--- src/rtl/serial_subtractor.sv ---
// serial_subtractor: bit-serial a - b - bin, one bit per clock, LSB first.
// Ports:
//   clk   - clock, rising edge
//   rst_n - asynchronous active-low reset
//   start - begin a subtraction (accepted in IDLE or DONE)
//   a, b  - minuend / subtrahend, captured on accept
//   bin   - borrow-in, captured on accept
//   busy  - high while bits are being processed
//   done  - one-cycle pulse when diff/bout hold a new result
//   diff  - (a - b - bin) mod 2^WIDTH
//   bout  - borrow-out, 1 when a < b + bin
module serial_subtractor #(
  parameter int WIDTH = 8
) (
  input  logic             clk,
  input  logic             rst_n,
  input  logic             start,
  input  logic [WIDTH-1:0] a,
  input  logic [WIDTH-1:0] b,
  input  logic             bin,
  output logic             busy,
  output logic             done,
  output logic [WIDTH-1:0] diff,
  output logic             bout
);
  localparam int CW = $clog2(WIDTH + 1);
  typedef enum logic [1:0] {IDLE, SHIFT, DONE} state_t;
  state_t           state;
  logic [WIDTH-1:0] sa, sb, acc, acc_n;
  logic [CW-1:0]    cnt;
  logic             br, d, nb;
  assign d     = sa[0] ^ sb[0] ^ br;
  assign nb    = (~sa[0] & sb[0]) | (~(sa[0] ^ sb[0]) & br);
  // Difference bits enter at the MSB so after WIDTH shifts bit 0 sits at the LSB.
  assign acc_n = {d, acc[WIDTH-1:1]};
  always_ff @(posedge clk or negedge rst_n)
    if (!rst_n) begin
      state <= IDLE;
      sa    <= '0;
      sb    <= '0;
      acc   <= '0;
      br    <= 1'b0;
      cnt   <= '0;
      busy  <= 1'b0;
      done  <= 1'b0;
      diff  <= '0;
      bout  <= 1'b0;
    end else if (state != SHIFT) begin
      done <= 1'b0;
      if (start) begin
        sa    <= a;
        sb    <= b;
        br    <= bin;
        cnt   <= '0;
        busy  <= 1'b1;
        state <= SHIFT;
      end else begin
        busy  <= 1'b0;
        state <= IDLE;
      end
    end else begin
      sa  <= sa >> 1;
      sb  <= sb >> 1;
      br  <= nb;
      acc <= acc_n;
      cnt <= cnt + 1'b1;
      if (cnt == CW'(WIDTH - 1)) begin
        diff  <= acc_n;
        bout  <= nb;
        busy  <= 1'b0;
        done  <= 1'b1;
        state <= DONE;
      end
    end
endmodule

--- config.mk ---
export PLATFORM = sky130hd
export DESIGN_NAME = serial_subtractor
export DESIGN_NICKNAME = d
export VERILOG_FILES = /design/src/rtl/serial_subtractor.sv
export SDC_FILE = /design/constraint.sdc
export NUM_CORES = 1
export LEC_CHECK = 0
export CAP_MARGIN = 40
export CORE_MARGIN = 4
export CORE_UTILIZATION = 39
export DETAILED_ROUTE_END_ITERATION = 10
export DONT_BUFFER_PORTS = 1
export PLACE_DENSITY = 0.59
export SYNTH_ARGS = -nofsm -noshare
export SYNTH_HDL_FRONTEND = slang
export SYNTH_SLANG_ARGS = --single-unit
--- constraint.sdc ---
create_clock -name clk -period 1.4 [get_ports clk]
set_clock_uncertainty 0.05 [all_clocks]
set_input_delay 0.14 -clock clk [delete_from_list [all_inputs] [get_ports clk]]
set_output_delay 0.14 -clock clk [all_outputs]
set_load 0.005 [all_outputs]
Word-level counts from Yosys, hierarchy flattened:

Index checks and enable logic that the tools add are counted.

* flip-flop bits (word level): 42
* word-level logic and storage cells: 40
* output and inout bits: 11
* input port bits: 20

* equality and inequality tests: 3
* add/subtract/negate cells: 1
* mux-type cells: 16
* bitwise operators: 8
* reductions and logical operators: 2

Operators with widths (count)
* $mux W8: 4
* $mux W1: 8
* $mux W4: 2
* $add A4 B1 Y4 const B: 1
* $eq A4 B3 Y1 const B: 1
* $mux W2: 2
* $not A1 Y1: 3
* $and A1 B1 Y1: 2
* $ne A2 B1 Y1 const B: 1
* $ne A2 B2 Y1 const B: 1
* $reduce_and A2 Y1: 1
* $reduce_bool A2 Y1: 1
* $xor A1 B1 Y1: 2
* $or A1 B1 Y1: 1

Depth between registers and ports, before layout:

* word-level depth: 5
* mapped depth: 5
* gate-level depth less buffers: 3

Least setup slack after synthesis:

OpenSTA, ideal clock, no wires.

* path type: reg-to-reg
* start: reg cnt[0]
* end: reg diff[0]
* clock period less this slack: 1.396 ns
* setup slack: 0.004 ns
* data required time: 1.225 ns
* cell stages (with the launch flop): 5
* data arrival time: 1.221 ns
* buffers on the path: 1
* library setup time: 0.125 ns
* cell sequence: dfrtp_1 > ha_1 > and4b_4 > buf_12 > mux2_4

* cells in the longest elaborated chain, start to end: 2

Ends and longest elaborated chain
* start, declared: RTL line 30 `logic [CW-1:0] cnt;`
* start signal, assigned: RTL line 66 `cnt <= cnt + 1'b1;`
* $eq A4 B3 Y1: RTL line 67 `if (cnt == CW'(WIDTH - 1)) begin`
* $reduce_and A2 Y1 (no line)
* end signal, assigned: RTL line 68 `diff <= acc_n;`
* end, declared: RTL line 23 `output logic [WIDTH-1:0] diff,`

No other way between the ends.
A chain may end at the register's enable or synchronous reset.

==> flow_summary.toml <==
[routing]
wl_per_cell_um = 14.9
via_per_inst = 4.91
routed_wirelength_um = 3020
vias = 997
post-route-drc-count = 0
dr.pass1.iters = 3
drt_iter0_drc = 40
ant_nets = 0

[worst_setup_path]
cp_data_required_time_ps = 1520
crit_arrival_ps = 1530
end_kind = "flip-flop"
cpPeakStageDelay_ps = 410
critPathKind = "flip-flop to flip-flop"
critPathLaunch = "done"
cp_cell_sequence = "nor2b_4, and4b_4, mux2_4"
critPathLaunchType = "flip-flop"
rr_startpoint = "done"
path_max_fanout = 6
critical_path.slowest_cell = "dfrtp_1"

[placement]
post-place-ws_ps = -49.1
io_buffers = 0
gp_congestion = 0.713
place_hpwl_um = 2040

[clocking]
cts-root-buf = "clkbuf_8"
cts_inserted_buffers = 5
insertion_delay_ps = 290
clock_path_buffers = 2
cts_tree = "yes"
path_clk_slew_ps = 70
clock_sinks = 39
htree_levels = 2

[logic_synthesis]
synth_top_cell_by_area = "dfrtp_1"
ys_ff_latch = 39
synth-seq-area-share_pct = 56.9
synth_top_area_share_pct = 56.9
syn_area_um2 = 1720
synth_cell_types = 25
syn_avg_cell_area_um2 = 13.0
synth_nets = 154
ys_warn_count = 0
synth_top_cells_by_area = "dfrtp_1 (57%), mux2i_1 (11%), mux2_4 (7.0%), mux2_2 (5.9%), o21ai_0 (4.4%)"
syn_inst = 132

[layout]
mostFrequentLayoutCells = "dfrtp_1 (39), mux2i_1 (18), nand2_1 (16)"
layout_commonest_cell = "dfrtp_1"
fill_cells = 373
area_growth_pct = 17.4
num_antenna_cells = 0
seq_area_um2 = 976
multi_input_area_um2 = 683
post_route_cells_drive_above_1_share_pct = 26.1
nets = 174

[global_route]
grtUsageMet1_pct = 15.7
top_usage_layer = "met2"
met2_usage_pct = 17.8
grt_antenna_before_repair = 0
grt_util_met3_pct = 6.35
overflow = 0
track_usage_pct = 12.1
grt_pass1_wl_um = 4970
grt_max_degree = 40
grt_pass1_vias = 999

[sta]
rsz0062_at_grt = "true"
drv_slew = 0
holdWs_ps = 9.84
max_freq_ghz = 0.710
slew_headroom_pct = 86.2
worst_slew_pin_slew_ps = 207
fin_crit_ps = 1410
finalHoldViolCount = 0
fin_crit_sh_pct = 101
setup_viol = 2
fin_ws_ps = -9.13

[power]
switching_share_pct = 31.8
p_int_mw = 2.99
p_switching_mw = 1.39
power_density_nw_per_um2 = 2180
p_total_mw = 4.38
pwr-share-seq_pct = 45.8
power_frac_comb_pct = 38.3
p_leak_nw = 0.949
power_frac_clock_pct = 16.0
ir_drop_v = 0.000744

[floorplan]
initial_core_util_pct = 41.7
die_h_um = 74.3
std_cell_rows = 23
die_x_um = 74.3
die_area_um2 = 5520
io_pins = 31
core_um2 = 4120

[min_path]
min_from = "b[5]"
hold_path.class = "input pin to flip-flop"

[status]
status = "complete, but fails checks"
violations = "negative setup slack"

[run]
maxCapViolCount = 0
-- layout make-up --
cell class | instances | area share, %
timing repair buffer | 20 | 9.94
clock buffer | 7 | 3.79
multi-input combinational | 83 | 33.9
sequential | 39 | 48.4
clock inverter | 1 | 0.248
tap | 50 | 3.11
inverter | 3 | 0.559
-- metal layers --
metal  vias to the layer above  part of all wire (%)
met4                         0                  0.43
met2                        21                    49
met1                       482                    44
met5                         -                     0
met3                         2                   7.3
li1                        492                     -
-- synthesized netlist by cell type, drive strengths merged --
master  count
a211oi      1
a21o        1
a21oi       1
and4b       1
buf         7
clkbuf      1
dfrtp      39
fa          1
ha          1
inv         3
mux2       17
mux2i      18
nand2      16
nand2b      1
nand3       1
nor2        4
nor2b       2
nor3b       1
o21ai      15
xnor2       1
-- registers in the layout, summed over array words and instances (netlist names) --
register	flops
sa	8
br	1
done	1
acc	7
cnt	4
bout	1
diff	8
state	1
sb	8
-- through the flow --
| stage | cells | utilization (%) | cell area, µm² | TNS [ps] |
|---|---|---|---|---|
| 6_report | 203 | 49.0 | 2010 | -13.5 |
| 5_1_grt | 203 | 49.0 | 2010 | -379 |
| 4_1_cts | 200 | 47.8 | 1970 | -90.4 |
| 3_5_place_dp | 184 | 43.5 | 1790 | -96.3 |
| 3_3_place_gp | 184 | 43.5 | 1790 | 0 |
| 2_1_floorplan | 132 | - | 1720 | 0 |
-- critical path: cells and delay by family (launching register included) --
family / cells / cell delay, ps
AND/OR/NAND/NOR: 2 / 510
flip-flops: 1 / 410
multiplexers: 1 / 320
-- path summary, 6_finish.rpt --
kind / to / slack, ps / cells past startpoint
setup / recovery: diff[4] / -9 / 3
hold / removal: sb[5] / 10 / 2
setup reg to reg: diff[4] / -9 / 3
hold reg to reg: sb[5] / 440 / 2
max in group asynchronous: sa[2] / 850 / 2
min in group asynchronous: diff[7] / 250 / 2
-- power by group through the flow --
stage / sequential [mW] / clock, mW / combinational [mW]
after global routing: 2.08 / 0.791 / 1.87
after floorplan: 1.92 / 0 / 1.24
after global placement: 2.00 / 0 / 1.43
final: 2.01 / 0.700 / 1.68
after detailed placement: 2.03 / 0 / 1.50
after CTS: 2.01 / 0.729 / 1.57
-- kinds of logic after synthesis --
family / Yosys count / synth area share (%)
adders and majority gates: 2 / 1.90
xor gates and xnor gates: 1 / 0.511
muxes: 35 / 23.4
AOI/OAI and AO/OA: 18 / 5.54
DFF: 39 / 56.9
buffers and inverters: 11 / 4.30
and+or+nand+nor: 26 / 7.44
-- repair_timing --
action	in CTS	in global routing
gates resized for setup	1	6
hold buffers	8	0
endpoints found under the hold margin	43	0
setup endpoints to repair	17	25
buffers inserted	0	2
pin swaps	1	4
cloned	0	1
Power figures use the tool's default switching activity.
==> edit 1: new RTL, same flow settings <==
Register the output `bout` once more, with the module's reset; this adds one clock of latency there. The other outputs are not delayed to match. Comments in the files are not updated.
--- a/src/rtl/serial_subtractor.sv
+++ b/src/rtl/serial_subtractor.sv
@@ -25,6 +25,8 @@
 );
   localparam int CW = $clog2(WIDTH + 1);
   typedef enum logic [1:0] {IDLE, SHIFT, DONE} state_t;
+
+  logic bout_s0;
   state_t           state;
   logic [WIDTH-1:0] sa, sb, acc, acc_n;
   logic [CW-1:0]    cnt;
@@ -44,7 +46,7 @@
       busy  <= 1'b0;
       done  <= 1'b0;
       diff  <= '0;
-      bout  <= 1'b0;
+      bout_s0 <= 1'b0;
     end else if (state != SHIFT) begin
       done <= 1'b0;
       if (start) begin
@@ -66,11 +68,19 @@
       cnt <= cnt + 1'b1;
       if (cnt == CW'(WIDTH - 1)) begin
         diff  <= acc_n;
-        bout  <= nb;
+        bout_s0 <= nb;
         busy  <= 1'b0;
         done  <= 1'b1;
         state <= DONE;
       end
     end
+  always_ff @(posedge clk or negedge rst_n) begin
+      if (!rst_n) begin
+          bout <= '0;
+      end else begin
+          bout <= bout_s0;
+      end
+  end
+
 endmodule
 
Check against the original RTL: not equivalent (a bounded check fails within 10 cycles, from zero or initial values and one cycle with rst_n low).
==> edit 1 against the unedited design <==
- worst hold slack improved by 0.0024 ns
- synthesized area grew 1.5%
- cell area up 3.3%
- total power grew 6.5%
- synthesized cell count is 0.76% higher
- setup slack better by 0.021 ns
- sequential cell count grew 1
- routed wire length increased by 3.7%
- largest cell class unchanged
- largest power group unchanged
==> edit 1: results (changes against the unedited design) <==
| Metric | Value |
|---|---|
| Status | `complete, no violations` |
| GR Util met1 | `15.9% (+0.28 points)` |
| Final WL | `3130 µm (+3.7%)` |
| Mux share of post-synthesis cell area | `23.1% (-0.34 points)` |
| Worst Reg2Reg Path Length in Cells | `3 (unchanged)` |
| Slew @ Worst Pin | `0.209 ns (+0.00204 ns)` |
| Setup Fix Bufs, Post-CTS | `1 (+1)` |
| CP peak stage delay | `0.41 ns (about the same)` |
| Layout cells sized above 1 | `27.7% (+1.6 points)` |
| Met3 GRT Util | `5.87% (-0.48 points)` |
| Crit path DAT | `1.51 ns (-0.02 ns)` |
| Dpl ws | `-0.0480 ns (+0.00113 ns)` |
| Placed inst area | `1820 µm² (+1.5%)` |
| Sequential-to-total area share from yosys stat | `57.5% (+0.62 points)` |
| Adder-cell area share of the yosys netlist | `1.87% (-0.027 points)` |
| Syn Nets | `155 (+0.65%)` |
| P_int | `3.23 mW (+8.0%)` |
| Post-CTS sizing | `4 (+3)` |
| P_leak | `0.979 nW (+3.2%)` |
| Fillers | `403 (+8.0%)` |
| Area contributors post-synth | `dfrtp_1 58%, mux2i_1 10%, mux2_4 6.9%, mux2_2 5.8%, o21ai_0 4.3%` |
| Starting DRT DRC Count | `45 (+13%)` |
| Number of global-route vias before repair | `1062 (+6.3%)` |
| Pre-antenna DRT Iters | `4 (+1)` |
| DPL Wire Length | `2000 µm (-1.8%)` |
| Post-synthesis xor/xnor area fraction | `0.503% (-0.0073 points)` |
| R2r endpoint | `diff[6]` |
| Total GRT Usage | `12.4% (+0.27 points)` |
| Largest net degree at the start of global routing | `41 (+2.5%)` |
| Compound-Gate Fraction of Synth Area | `5.46% (-0.080 points)` |
| Post-synth top cells | `40 x dfrtp_1, 18 x mux2i_1, 16 x nand2_1, 15 x o21ai_0, 9 x mux2_2` |
| Critical path type | `register to register` |
| Fin crit share | `99.1% (-1.5 points)` |
| DR vias | `1036 (+3.9%)` |
| Number of buffers created by CTS | `5 (unchanged)` |
| Peak supply drop | `0.918 mV (+23%)` |
| Biggest regs | `diff (8), sa (8), sb (8)` |
| FF-to-FF setup slack | `0.01 ns (+0.02 ns)` |
| Crit path max fanout | `5 (-1)` |
| Antenna fix cells | `0 (unchanged)` |
| Root Buffer Master | `clkbuf_8` |
| # setup viols final | `0 (-2)` |
| Port Buf Inserts | `0 (unchanged)` |
| GRT met2 Usage | `18.3% (+0.53 points)` |
| RePlAce Congestion | `0.765 (+7.3%)` |
| Initial antenna violation count | `0 (unchanged)` |
| First-pass GRT wire length | `5190 µm (+4.3%)` |
| CP Launch Point | `done` |
| Final net count | `176 (+1.1%)` |
| CTS Buffer Depth | `2 (unchanged)` |
## edit 1: cell count changes after synthesis, sizes merged
cell,before,now
dfrtp,39,40
## edit 1: worst min path at each step
stage / from / to / slack, ns / cells after the start
floorplan: rst_n / acc[1] / -0.21 / 0
global placement: rst_n / acc[5] / -0.20 / 0
detailed placement: rst_n / acc[5] / -0.20 / 0
CTS: start / cnt[3] / 0.001 / 2
global route: b[6] / sb[6] / 0.0003 / 2
finish: start / cnt[3] / 0.01 / 2
## edit 1: metrics by stage
step	power (mW)	util, %	instances
after floorplan	3.20	-	133
after global placement	3.47	42.0	187
after detailed placement	3.57	42.0	187
after CTS	4.63	47.4	205
after global routing	5.02	48.1	207
final	4.67	48.1	207
## edit 1: logic make-up after synthesis
kind of cell | after synthesis
muxes | 35
xor gates and xnor gates | 1
buffers and inverters | 11
adders and majority gates | 2
and+or+nand+nor | 26
AOI/OAI and AO/OA | 18
DFF | 40
## edit 1: routing by layer
layer	wire (µm)	vias to the layer above
met5	0	-
met4	47	0
met3	198	5
met2	1500	21
met1	1380	509
li1	-	501
## edit 1: cell type report
type / instances / share of cell area, %
flip-flops and latches: 40 / 48.1
multi-input cells: 83 / 33.5
repair buffers: 21 / 9.56
clock buffers: 6 / 3.49
well taps: 52 / 3.13
clock inverters: 2 / 1.68
inverters: 3 / 0.541
## edit 1: power groups by stage
| stage | sequential, mW | combinational, mW | clock [mW] |
|---|---|---|---|
| final | 2.06 | 1.70 | 0.902 |
| after global routing | 2.13 | 1.90 | 0.984 |
| after CTS | 2.06 | 1.65 | 0.922 |
| after detailed placement | 2.07 | 1.50 | 0 |
| after global placement | 2.04 | 1.43 | 0 |
| after floorplan | 1.96 | 1.24 | 0 |
==> edit 2: new RTL, config.mk and constraints unchanged <==
Without the edit above. Set the parameter `WIDTH` to 32 (it was 8).
--- a/src/rtl/serial_subtractor.sv
+++ b/src/rtl/serial_subtractor.sv
@@ -10,7 +10,7 @@
 //   diff  - (a - b - bin) mod 2^WIDTH
 //   bout  - borrow-out, 1 when a < b + bin
 module serial_subtractor #(
-  parameter int WIDTH = 8
+  parameter int WIDTH = 32
 ) (
   input  logic             clk,
   input  logic             rst_n,
Ports: changed (resized a, b and diff); port bits go from 31 to 103. The function was not compared with the original's and may differ.
==> edit 2 against the unedited design <==
- the flow finishes with violations (negative hold slack, negative setup slack)
- synthesized cell count increased to 3.9 times the old value
- final cell count increased to 4.3 times the old value
- setup slack got worse by 0.25 ns
- first-iteration DRC count increased to 5.4 times the old value
- cell area increased to 4.5 times the old value
- routed wire length increased to 5.5 times the old value
- die area increased to 3.0 times the old value
- synthesized area increased to 3.3 times the old value
- total power increased to 4.2 times the old value
- maximum frequency decreased by 15%
- sequential cell count increased by 98
- critical path type unchanged
- largest cell class unchanged
- largest power group unchanged
==> edit 2: results (changes against the unedited design) <==
| Metric | Value |
|---|---|
| Sequential-to-total area share from yosys stat | `59.7% (+2.9 points)` |
| Placed inst area | `6060 µm² (+240%)` |
| Final Hold Vio Count | `137 (+137)` |
| RePlAce Congestion | `0.742 (+4.1%)` |
| Later-pin clock latency in the skew report | `0.42 ns (+0.13 ns)` |
| Type of the worst min-delay path | `input pin to asynchronous set/reset pin` |
| Slew headroom | `72.1% (-14 points)` |
| Avg Inst Size Synth | `11.1 µm² (-15%)` |
| Largest net degree at the start of global routing | `138 (+250%)` |
| Starting DRT DRC Count | `214 (+430%)` |
| Switching power | `5.93 mW (+330%)` |
| Pre-antenna DRT Iters | `6 (+3)` |
| Dpl ws | `-0.241 ns (-0.192 ns)` |
| Final net count | `743 (+330%)` |
| Layout cells sized above 1 | `35.6% (+9.5 points)` |
| Worst Setup EP | `diff[15]` |
| Number of buffers created by CTS | `17 (+12)` |
| Final worst slack | `-0.257 ns (-0.248 ns)` |
| Failing checks | `negative hold slack, negative setup slack` |
| # setup viols final | `97 (+95)` |
| Seq pwr share | `37.3% (-8.5 points)` |
| Status | `complete, but fails checks` |
| Clk pwr share | `25.9% (+9.9 points)` |
| Mux share of post-synthesis cell area | `18.0% (-5.4 points)` |
| Number of global-route vias before repair | `4491 (+350%)` |
| Post-synth cell types | `28 (+12%)` |
| Setup_tns | `-10.36 ns (-10.35 ns)` |
| Syn Nets | `589 (+280%)` |
| Area contributors post-synth | `dfrtp_1 60%, mux2i_1 11%, nand2_1 10%, mux2_2 6.7%, o21ai_0 5.4%` |
| CTS H-Tree Depth | `4 (+2)` |
| Crit path DAT | `1.90 ns (+0.37 ns)` |
| CP peak stage delay | `0.37 ns (-0.04 ns)` |
| Min Hold Slack | `-0.637 ns (-0.647 ns)` |
| First-pass GRT wire length | `22200 µm (+350%)` |
| R2r endpoint | `diff[15]` |
==> edit 2: cell count changes after synthesis, sizes merged, moves of 17 or more <==
cell    delta
nand2    +143
dfrtp     +98
mux2i     +47
o21ai     +47
clkbuf    +22
mux2      +17
==> edit 2: routing by layer <==
layer	share of wire [%]	track usage, %	vias up
met4	2.2	6.86	0
met1	39	20.3	2245
met3	5.9	6.02	25
met5	0	0	-
li1	-	-	2060
met2	53	27.5	112
==> edit 2: cell families (layout without fill, tap and decap cells) <==
logic type / count (synthesis) / after routing
multiplexers: 99 / 99
flip-flops: 137 / 137
XOR/XNOR: 1 / 1
adder cells (fa/ha/maj): 2 / 2
AND/OR/NAND/NOR: 174 / 174
buffers and inverters: 36 / 202
AO/OA/AOI/OAI: 70 / 70
==> edit 2: timing repair <==
action | 4_1_cts | 5_1_grt
setup endpoints to repair | 60 | 120
hold buffers | 113 | 1
resized for setup | 28 | 218
endpoints found under the hold margin | 206 | 141
buffers inserted | 8 | 6
cloned | 4 | 21
pin swaps | 4 | 48
==> edit 2: layout make-up <==
cell class	instances	area [µm²]
Clock buffer	21	480
Clock inverter	10	165
Fill cell	1073	5390
Inverter	3	11.3
Multi-Input combinational cell	346	2690
Sequential cell	137	3430
Tap cell	184	230
Timing Repair Buffer	168	2090
==> edit 2: how the worst min path moves through the flow <==
stage / startpoint / endpoint / slack, ns / cells after the start
4_1_cts: rst_n / sa[12] / -0.65 / 0
2_1_floorplan: rst_n / acc[10] / -0.21 / 0
3_5_place_dp: rst_n / sa[11] / -0.20 / 0
5_1_grt: rst_n / sa[12] / -0.66 / 0
3_3_place_gp: rst_n / sa[11] / -0.20 / 0
6_report: rst_n / sa[10] / -0.64 / 0
